## src/rtl/s2a_arbiter.sv

```systemverilog
// Two-client round-robin arbiter for the SDRAM s2a streaming port: one transaction in flight, gap after each grant.
// Optional read watchdog built when ARB_TIMEOUT_EN is defined.
module s2a_arbiter #(
    parameter int ADDR_W  = 19,
    parameter int DATA_W  = 32,
    parameter int WR_GAP  = 2,
    parameter int TIMEOUT = 1024
) (
    input  logic              clk,
    input  logic              reset,
    input  logic              c0_write,
    input  logic [DATA_W-1:0] c0_writedata,
    input  logic [ADDR_W-1:0] c0_writeaddr,
    input  logic              c0_read,
    input  logic [ADDR_W-1:0] c0_readaddr,
    output logic              c0_ack,
    output logic [DATA_W-1:0] c0_readdata,
    output logic              c0_readdone,
    input  logic              c1_write,
    input  logic [DATA_W-1:0] c1_writedata,
    input  logic [ADDR_W-1:0] c1_writeaddr,
    input  logic              c1_read,
    input  logic [ADDR_W-1:0] c1_readaddr,
    output logic              c1_ack,
    output logic [DATA_W-1:0] c1_readdata,
    output logic              c1_readdone,
    output logic              mem_write,
    output logic [DATA_W-1:0] mem_writedata,
    output logic [ADDR_W-1:0] mem_writeaddr,
    output logic              mem_read,
    output logic [ADDR_W-1:0] mem_readaddr,
    input  logic [DATA_W-1:0] mem_readdata,
    input  logic              mem_readdone,
    output logic              busy,
    output logic              err_timeout
);

    localparam logic [2:0] IDLE     = 3'd0;
    localparam logic [2:0] WR       = 3'd1;
    localparam logic [2:0] RD_ISSUE = 3'd2;
    localparam logic [2:0] RD_WAIT  = 3'd3;
    localparam logic [2:0] GAP      = 3'd4;

    localparam logic [3:0] GAP_LAST = 4'(WR_GAP - 1);

    logic [2:0]        state_reg;
    logic              last_grant_reg;
    logic              grant_reg;
    logic [3:0]        gap_cnt_reg;
    logic [DATA_W-1:0] wdata_reg;
    logic [ADDR_W-1:0] waddr_reg;
    logic [ADDR_W-1:0] raddr_reg;

    logic              req0;
    logic              req1;
    logic              cand;
    logic              cand_write;
    logic              timeout_hit;
    logic              rd_fire;
    logic [DATA_W-1:0] fire_data;

    // Tie goes to the client that was not served last.
    always_comb begin
        req0       = c0_write | c0_read;
        req1       = c1_write | c1_read;
        cand       = (req0 && req1) ? ~last_grant_reg : req1;
        cand_write = cand ? c1_write : c0_write;
    end

`ifdef ARB_TIMEOUT_EN
    localparam int TO_W = $clog2(TIMEOUT + 1);
    localparam logic [TO_W-1:0] TO_LAST = TO_W'(TIMEOUT - 1);

    logic [TO_W-1:0] to_cnt_reg;
    logic            err_reg;

    always_ff @(posedge clk or posedge reset) begin
        if (reset) begin
            to_cnt_reg <= '0;
            err_reg    <= 1'b0;
        end else begin
            if (state_reg == RD_WAIT)
                to_cnt_reg <= to_cnt_reg + 1'b1;
            else
                to_cnt_reg <= '0;
            if (timeout_hit && !mem_readdone)
                err_reg <= 1'b1;
        end
    end

    assign timeout_hit = (state_reg == RD_WAIT) && (to_cnt_reg == TO_LAST);
    assign err_timeout = err_reg;
`else
    assign timeout_hit = 1'b0;
    assign err_timeout = 1'b0;
`endif

    // A real completion wins over a watchdog expiry landing on the same cycle.
    assign rd_fire   = (state_reg == RD_WAIT) && (mem_readdone || timeout_hit);
    assign fire_data = mem_readdone ? mem_readdata : '0;

    always_ff @(posedge clk or posedge reset) begin
        if (reset) begin
            state_reg      <= IDLE;
            last_grant_reg <= 1'b1;
            grant_reg      <= 1'b0;
            gap_cnt_reg    <= 4'd0;
            wdata_reg      <= '0;
            waddr_reg      <= '0;
            raddr_reg      <= '0;
        end else begin
            case (state_reg)
                IDLE: begin
                    if (req0 || req1) begin
                        grant_reg      <= cand;
                        last_grant_reg <= cand;
                        if (cand_write) begin
                            wdata_reg <= cand ? c1_writedata : c0_writedata;
                            waddr_reg <= cand ? c1_writeaddr : c0_writeaddr;
                            state_reg <= WR;
                        end else begin
                            raddr_reg <= cand ? c1_readaddr : c0_readaddr;
                            state_reg <= RD_ISSUE;
                        end
                    end
                end
                WR: begin
                    gap_cnt_reg <= 4'd0;
                    state_reg   <= GAP;
                end
                RD_ISSUE: begin
                    state_reg <= RD_WAIT;
                end
                RD_WAIT: begin
                    if (rd_fire) begin
                        gap_cnt_reg <= 4'd0;
                        state_reg   <= GAP;
                    end
                end
                GAP: begin
                    if (gap_cnt_reg == GAP_LAST)
                        state_reg <= IDLE;
                    else
                        gap_cnt_reg <= gap_cnt_reg + 4'd1;
                end
                default: state_reg <= IDLE;
            endcase
        end
    end

    generate
        for (genvar gi = 0; gi < 2; gi++) begin : client
            logic [DATA_W-1:0] data_reg;
            logic              done_reg;

            always_ff @(posedge clk or posedge reset) begin
                if (reset) begin
                    data_reg <= '0;
                    done_reg <= 1'b0;
                end else begin
                    done_reg <= 1'b0;
                    if (rd_fire && (grant_reg == 1'(gi))) begin
                        data_reg <= fire_data;
                        done_reg <= 1'b1;
                    end
                end
            end
        end
    endgenerate

    assign c0_readdata = client[0].data_reg;
    assign c0_readdone = client[0].done_reg;
    assign c1_readdata = client[1].data_reg;
    assign c1_readdone = client[1].done_reg;

    assign c0_ack = ((state_reg == WR) || (state_reg == RD_ISSUE)) && (grant_reg == 1'b0);
    assign c1_ack = ((state_reg == WR) || (state_reg == RD_ISSUE)) && (grant_reg == 1'b1);

    assign mem_write     = (state_reg == WR);
    assign mem_read      = (state_reg == RD_ISSUE);
    assign mem_writedata = wdata_reg;
    assign mem_writeaddr = waddr_reg;
    assign mem_readaddr  = raddr_reg;
    assign busy          = (state_reg != IDLE);

endmodule

```

## config.mk

```make
export PLATFORM = sky130hd
export DESIGN_NAME = s2a_arbiter
export DESIGN_NICKNAME = d
export VERILOG_FILES = /design/src/rtl/s2a_arbiter.sv
export SDC_FILE = /design/constraint.sdc
export NUM_CORES = 1
export LEC_CHECK = 0
export ABC_AREA = 1
export CORE_ASPECT_RATIO = 0.75
export CORE_MARGIN = 10
export CORE_UTILIZATION = 41
export DETAILED_ROUTE_END_ITERATION = 8
export GPL_ROUTABILITY_DRIVEN = 0
export PLACE_DENSITY = 0.81
export REMOVE_ABC_BUFFERS = 1
export SLEW_MARGIN = 20
export SYNTH_ARGS = -nofsm -noshare
export SYNTH_HDL_FRONTEND = slang
export SYNTH_SLANG_ARGS = --single-unit
```

## constraint.sdc

```tcl
create_clock -name clk -period 5.5 [get_ports clk]
set_input_delay 0.825 -clock clk [delete_from_list [all_inputs] [get_ports clk]]
set_output_delay 0.825 -clock clk [all_outputs]
set_load 0.03 [all_outputs]
```

* Yosys cells after proc, flatten, opt, wreduce, memory -nomap -nowiden
Index checks and enable logic that the tools add are counted.
** Storage, ports and cells
- Input bits :: 179
- Flip-flop bits (word level) :: 145
- Output and inout bits :: 142
- Logic and storage cells :: 58
** Cells by class
- Add/subtract/negate cells :: 1
- Mux-type cells :: 16
- Equality and inequality tests :: 9
- Bitwise logic cells :: 5
- Reductions and logical operators :: 16
** Operator list (number)
- $mux 32 :: 2
- $mux 19 :: 2
- $pmux 3 s5 :: 1
- $pmux 4 s3 :: 1
- $reduce_and 3->1 :: 4
- $mux 3 :: 3
- $mux 4 :: 2
- $ne 2x2->1 const B :: 4
- $eq 3x2->1 const B :: 2
- $logic_and 1x1->1 :: 6
- $reduce_bool 3->1 :: 2
- $add 4x1->4 const B :: 1
- $eq 4x1->1 const B :: 1
- $mux 1 :: 4
- $eq 3x1->1 const B :: 1
- $eq 3x3->1 const B :: 1
- $logic_not 3->1 :: 1
- $not 1->1 :: 3
- $logic_or 1x1->1 :: 2
- $mux 2 :: 1
- $or 1x1->1 :: 2
- $reduce_and 2->1 :: 1

* Longest topological paths before layout
- Depth in word-level cells :: 7
- Mapped depth :: 8
- Gate-level depth less buffers :: 8

* Least setup slack after synthesis
No wires, ideal clock.
- Path kind :: register to output
- Start :: register state_reg[0]
- End :: output port c0_ack
- Stages on the path, launching flop included :: 6
- Slack :: 3.544 ns
- Data required time :: 4.675 ns
- Arrival time :: 1.131 ns
- Path buffers :: 0
- Cells stage by stage :: dfrtp_1 > nor2_2 > nand2_1 > o21ai_0 > inv_1 > nor2_1
** Between the ends
- Word-level cells in the longest chain between the ends :: 3
- Elaborated cells on any way between the ends :: 4
- Those cells by class :: 2 x eq/ne; 2 x reduce/logical
** RTL lines
- from (decl) :: RTL line 46 : logic [2:0] state_reg;
- from (signal assigned) :: RTL line 104 : state_reg <= IDLE;
- from (signal assigned) :: RTL line 120 : state_reg <= WR;
- from (signal assigned) :: RTL line 123 : state_reg <= RD_ISSUE;
- $eq 3x1->1 / $eq 3x2->1 (equally long branches) :: RTL line 176 : assign c0_ack = ((state_reg == WR) || (state_reg == RD_ISSUE)) && (grant_reg == 1'b0);
- $logic_or 1x1->1 * :: RTL line 176
- $logic_and 1x1->1 * :: RTL line 176
- to (decl) :: RTL line 16 : output logic c0_ack,
Every way passes the cells marked *; elsewhere a longest branch is shown, timed or not.

* Worst setup path in the final report
- Start :: input port c1_write
- End :: register wdata_reg[15], in the netlist mem_writedata[15]
** Between the ends
- Word-level cells in the longest chain between the ends :: 5
- Elaborated cells on any way between the ends :: 7
- Those cells by class :: 3 x mux; 1 x bitwise; 3 x reduce/logical
** RTL lines
- from (decl) :: RTL line 19 : input logic c1_write,
- $or 1x1->1 :: RTL line 65 : req1 = c1_write | c1_read;
- $logic_and 1x1->1 :: RTL line 66 : cand = (req0 && req1) ? ~last_grant_reg : req1;
- $mux 1 :: RTL line 66
- $mux 1 :: RTL line 67 : cand_write = cand ? c1_write : c0_write;
- $reduce_and 3->1 (no source line)
- to (signal assigned) :: RTL line 118 : wdata_reg <= cand ? c1_writedata : c0_writedata;
- to (decl) :: RTL line 50 : logic [DATA_W-1:0] wdata_reg;
Several ways; a longest one is shown, not always the timed one.
A chain may end at the register's enable or synchronous reset.

==> flow_summary.ini <==
[floorplan]
start_util_pct = 41.90
io_pins = 321
die-width_um = 167.7
rows = 40
core_area_um2 = 16020
fp.dieH_um = 130.8
dieArea_um2 = 21940

[cells_and_area]
n_antenna_cell = 0
final_common_cell = nand2_1
nets = 1328
final_util_pct = 65.92
area_growth_pct = 57.34
register_area_um2 = 3630
fin_cells = 1369
multiInputGateArea_um2 = 2671
final_cell_mix = nand2_1 (366), clkdlybuf4s50_1 (319), nand3_1 (147)
fill_cells = 1334
drive_above_1_share_pct = 4.400

[clock_network]
cts_sinks = 145
cts-root-buf = clkbuf_16
numCtsBuffers = 17
clk_latency_ns = 0.41
htree_levels = 4
cts_tree = built
cts.clk_slew.worst_paths_ns = 0.06
postCtsSetupRepairBufs = 0
cts.repair.resized = 0
postCtsHoldBufs = 0
clockBufferDepth = 2

[timing]
rsz0062_at_grt = no
worstMarginPinSlew_ns = 1.026
maxSlewViolCount = 0
finalCritPeriodShare_pct = 59.74
hold_viol = 0
finalSetupViolCount = 0
fmax_mhz = 304.4
clock-skew-final_ns = 0.01284
slew_headroom_pct = 31.62
post-route-min-period_ns = 3.286

[outcome]
status = finished clean

[setup_path]
r2r-end = mem_writedata[15]
required_ns = 5.84
timing_worst_setup_path_type = in2reg
rr_worst_depth = 7
r2r-start = last_grant_reg
cp-start-kind = input port
worst_ep_arrival_time_ns = 3.63
regToRegSetupSlack_ns = 2.77
critPathCaptureType = register
path_max_fanout = 71

[detailed_routing]
drt_first_iter_violations = 532
drc = 0
dr.pass1.iters = 5
via_per_inst = 4.926
wl_per_cell_um = 17.30
routed_wl_um = 23680
ant_nets = 0
via_count = 6744

[power_and_ir_drop]
intPower_uw = 3349
pwr-share-clk_pct = 18.4
pwr-share-seq_pct = 29.3
power_density_nw_per_um2 = 572.5
p_leak_uw = 0.005214
power.switching_uw = 2695
p_sw_share_pct = 44.60
power_frac_comb_pct = 52.3
irDropWorstVdd_uv = 351.4

[global_routing]
grt_overflow_total = 0
antenna_found_initial = 0
grt_max_degree = 115
grtUsageTotal_pct = 20.81
grt_pass1_wl_um = 36640
grt_pass1_vias = 6764

[yosys]
synth_top_area_share_pct = 53.70
synth_area_leader_cell = dfrtp_1
syn_area_um2 = 6710
synth.avg_cell_area_um2 = 7.793
ys_seq_elements = 145
ys_warn_count = 0
ys_seq_area_share_pct = 54.09
synthCells = 861
ys_types = 24
synth_area_leaders = dfrtp_1 (54%), nand2_1 (20%), nand3_1 (11%)

[placement]
port_buffers = 319
place_inst = 1338
dp_hpwl_um = 16930

[worst_hold_path]
worstHoldStart = mem_writedata[13]
min_to = mem_writedata[13]
min_path_cells = 2
hold_path.class = reg2reg

[run]
cap_viol_max_count = 0
per-stage QoR:
stage	instance area [um^2]	setup TNS, ns	hold slack (ns)	setup WS (ns)	total power, uW
CTS	10530	0	0.4799	2.211	6103
finish	10560	0	0.4749	2.214	6044
detailed placement	9961	0	0.4639	1.773	4959
global route	10560	0	0.4843	1.984	6414
floorplan	6449	-21.09	0.4618	-0.4021	3525
global placement	9961	0	0.4613	1.897	4903
kinds of logic after synthesis:
logic type	Yosys count	synth area share, %
XOR/XNOR	1	0.1305
adder cells (fa/ha/maj)	2	0.3729
other	1	0.05589
AND/OR/NAND/NOR	534	33.19
flip-flops	145	54.09
AO/OA/AOI/OAI	71	5.407
buffers and inverters	107	6.750
worst max path at each step:
stage,from,to,slack (ns),depth (start not counted)
CTS,c1_write,mem_writedata[15],2.21,9
global placement,c1_write,state_reg[1],1.90,10
global route,c1_write,mem_writedata[4],1.98,9
floorplan,c0_read,mem_writeaddr[0],-0.40,6
detailed placement,c1_write,mem_writedata[15],1.77,9
finish,c1_write,mem_writedata[15],2.21,9
area by class of cell:
class / instances / area share, %
flip-flops and latches: 145 / 34.38
clock buffers: 20 / 4.420
inverters: 51 / 1.884
repair buffers: 323 / 30.53
multi-input cells: 609 / 25.30
well taps: 210 / 2.489
clock inverters: 11 / 0.9955
power groups by stage:
stage                     Combinational, uW  Clock, uW  Sequential (uW)
after floorplan                         939          0             2590
after global placement                 3150          0             1760
after detailed placement               3190          0             1770
after CTS                              3200       1140             1770
after global routing                   3410       1190             1820
final                                  3160       1110             1770
cells in the mapped netlist:
| cell | n |
|---|---|
| o21ai_1 | 6 |
| nand3_4 | 1 |
| nor2_1 | 10 |
| nand3_1 | 149 |
| nand3_2 | 1 |
| clkbuf_1 | 12 |
| buf_1 | 7 |
| nand2_1 | 366 |
| a21oi_2 | 1 |
| a31o_2 | 1 |
| ha_1 | 2 |
| nand2_2 | 3 |
| inv_1 | 49 |
| dfstp_2 | 1 |
| xnor2_1 | 1 |
| o21ai_0 | 63 |
| dfrtp_1 | 144 |
| inv_2 | 2 |
| nor3_1 | 1 |
| buf_2 | 35 |
| conb_1 | 1 |
| nand4_1 | 1 |
| nor2_2 | 2 |
| buf_4 | 2 |
per-layer routing:
metal  global-route usage, %  part of all wire, %  up-vias
li1                        -                    -     3306
met1                   25.18                   40     3162
met2                   34.20                   49      254
met3                   8.475                  9.4       22
met4                   5.107                  1.3        0
met5                       0                    0        -
critical path, stage by stage:
cell	delay, ns
clkdlybuf4s50_1	0.49
nor2_2	0.20
inv_2	0.06
nand2_2	0.07
buf_4	0.58
nand2_1	0.26
nand2_2	0.79
nand3_1	0.20
nand2_1	0.11
Power figures use the tool's default switching activity.
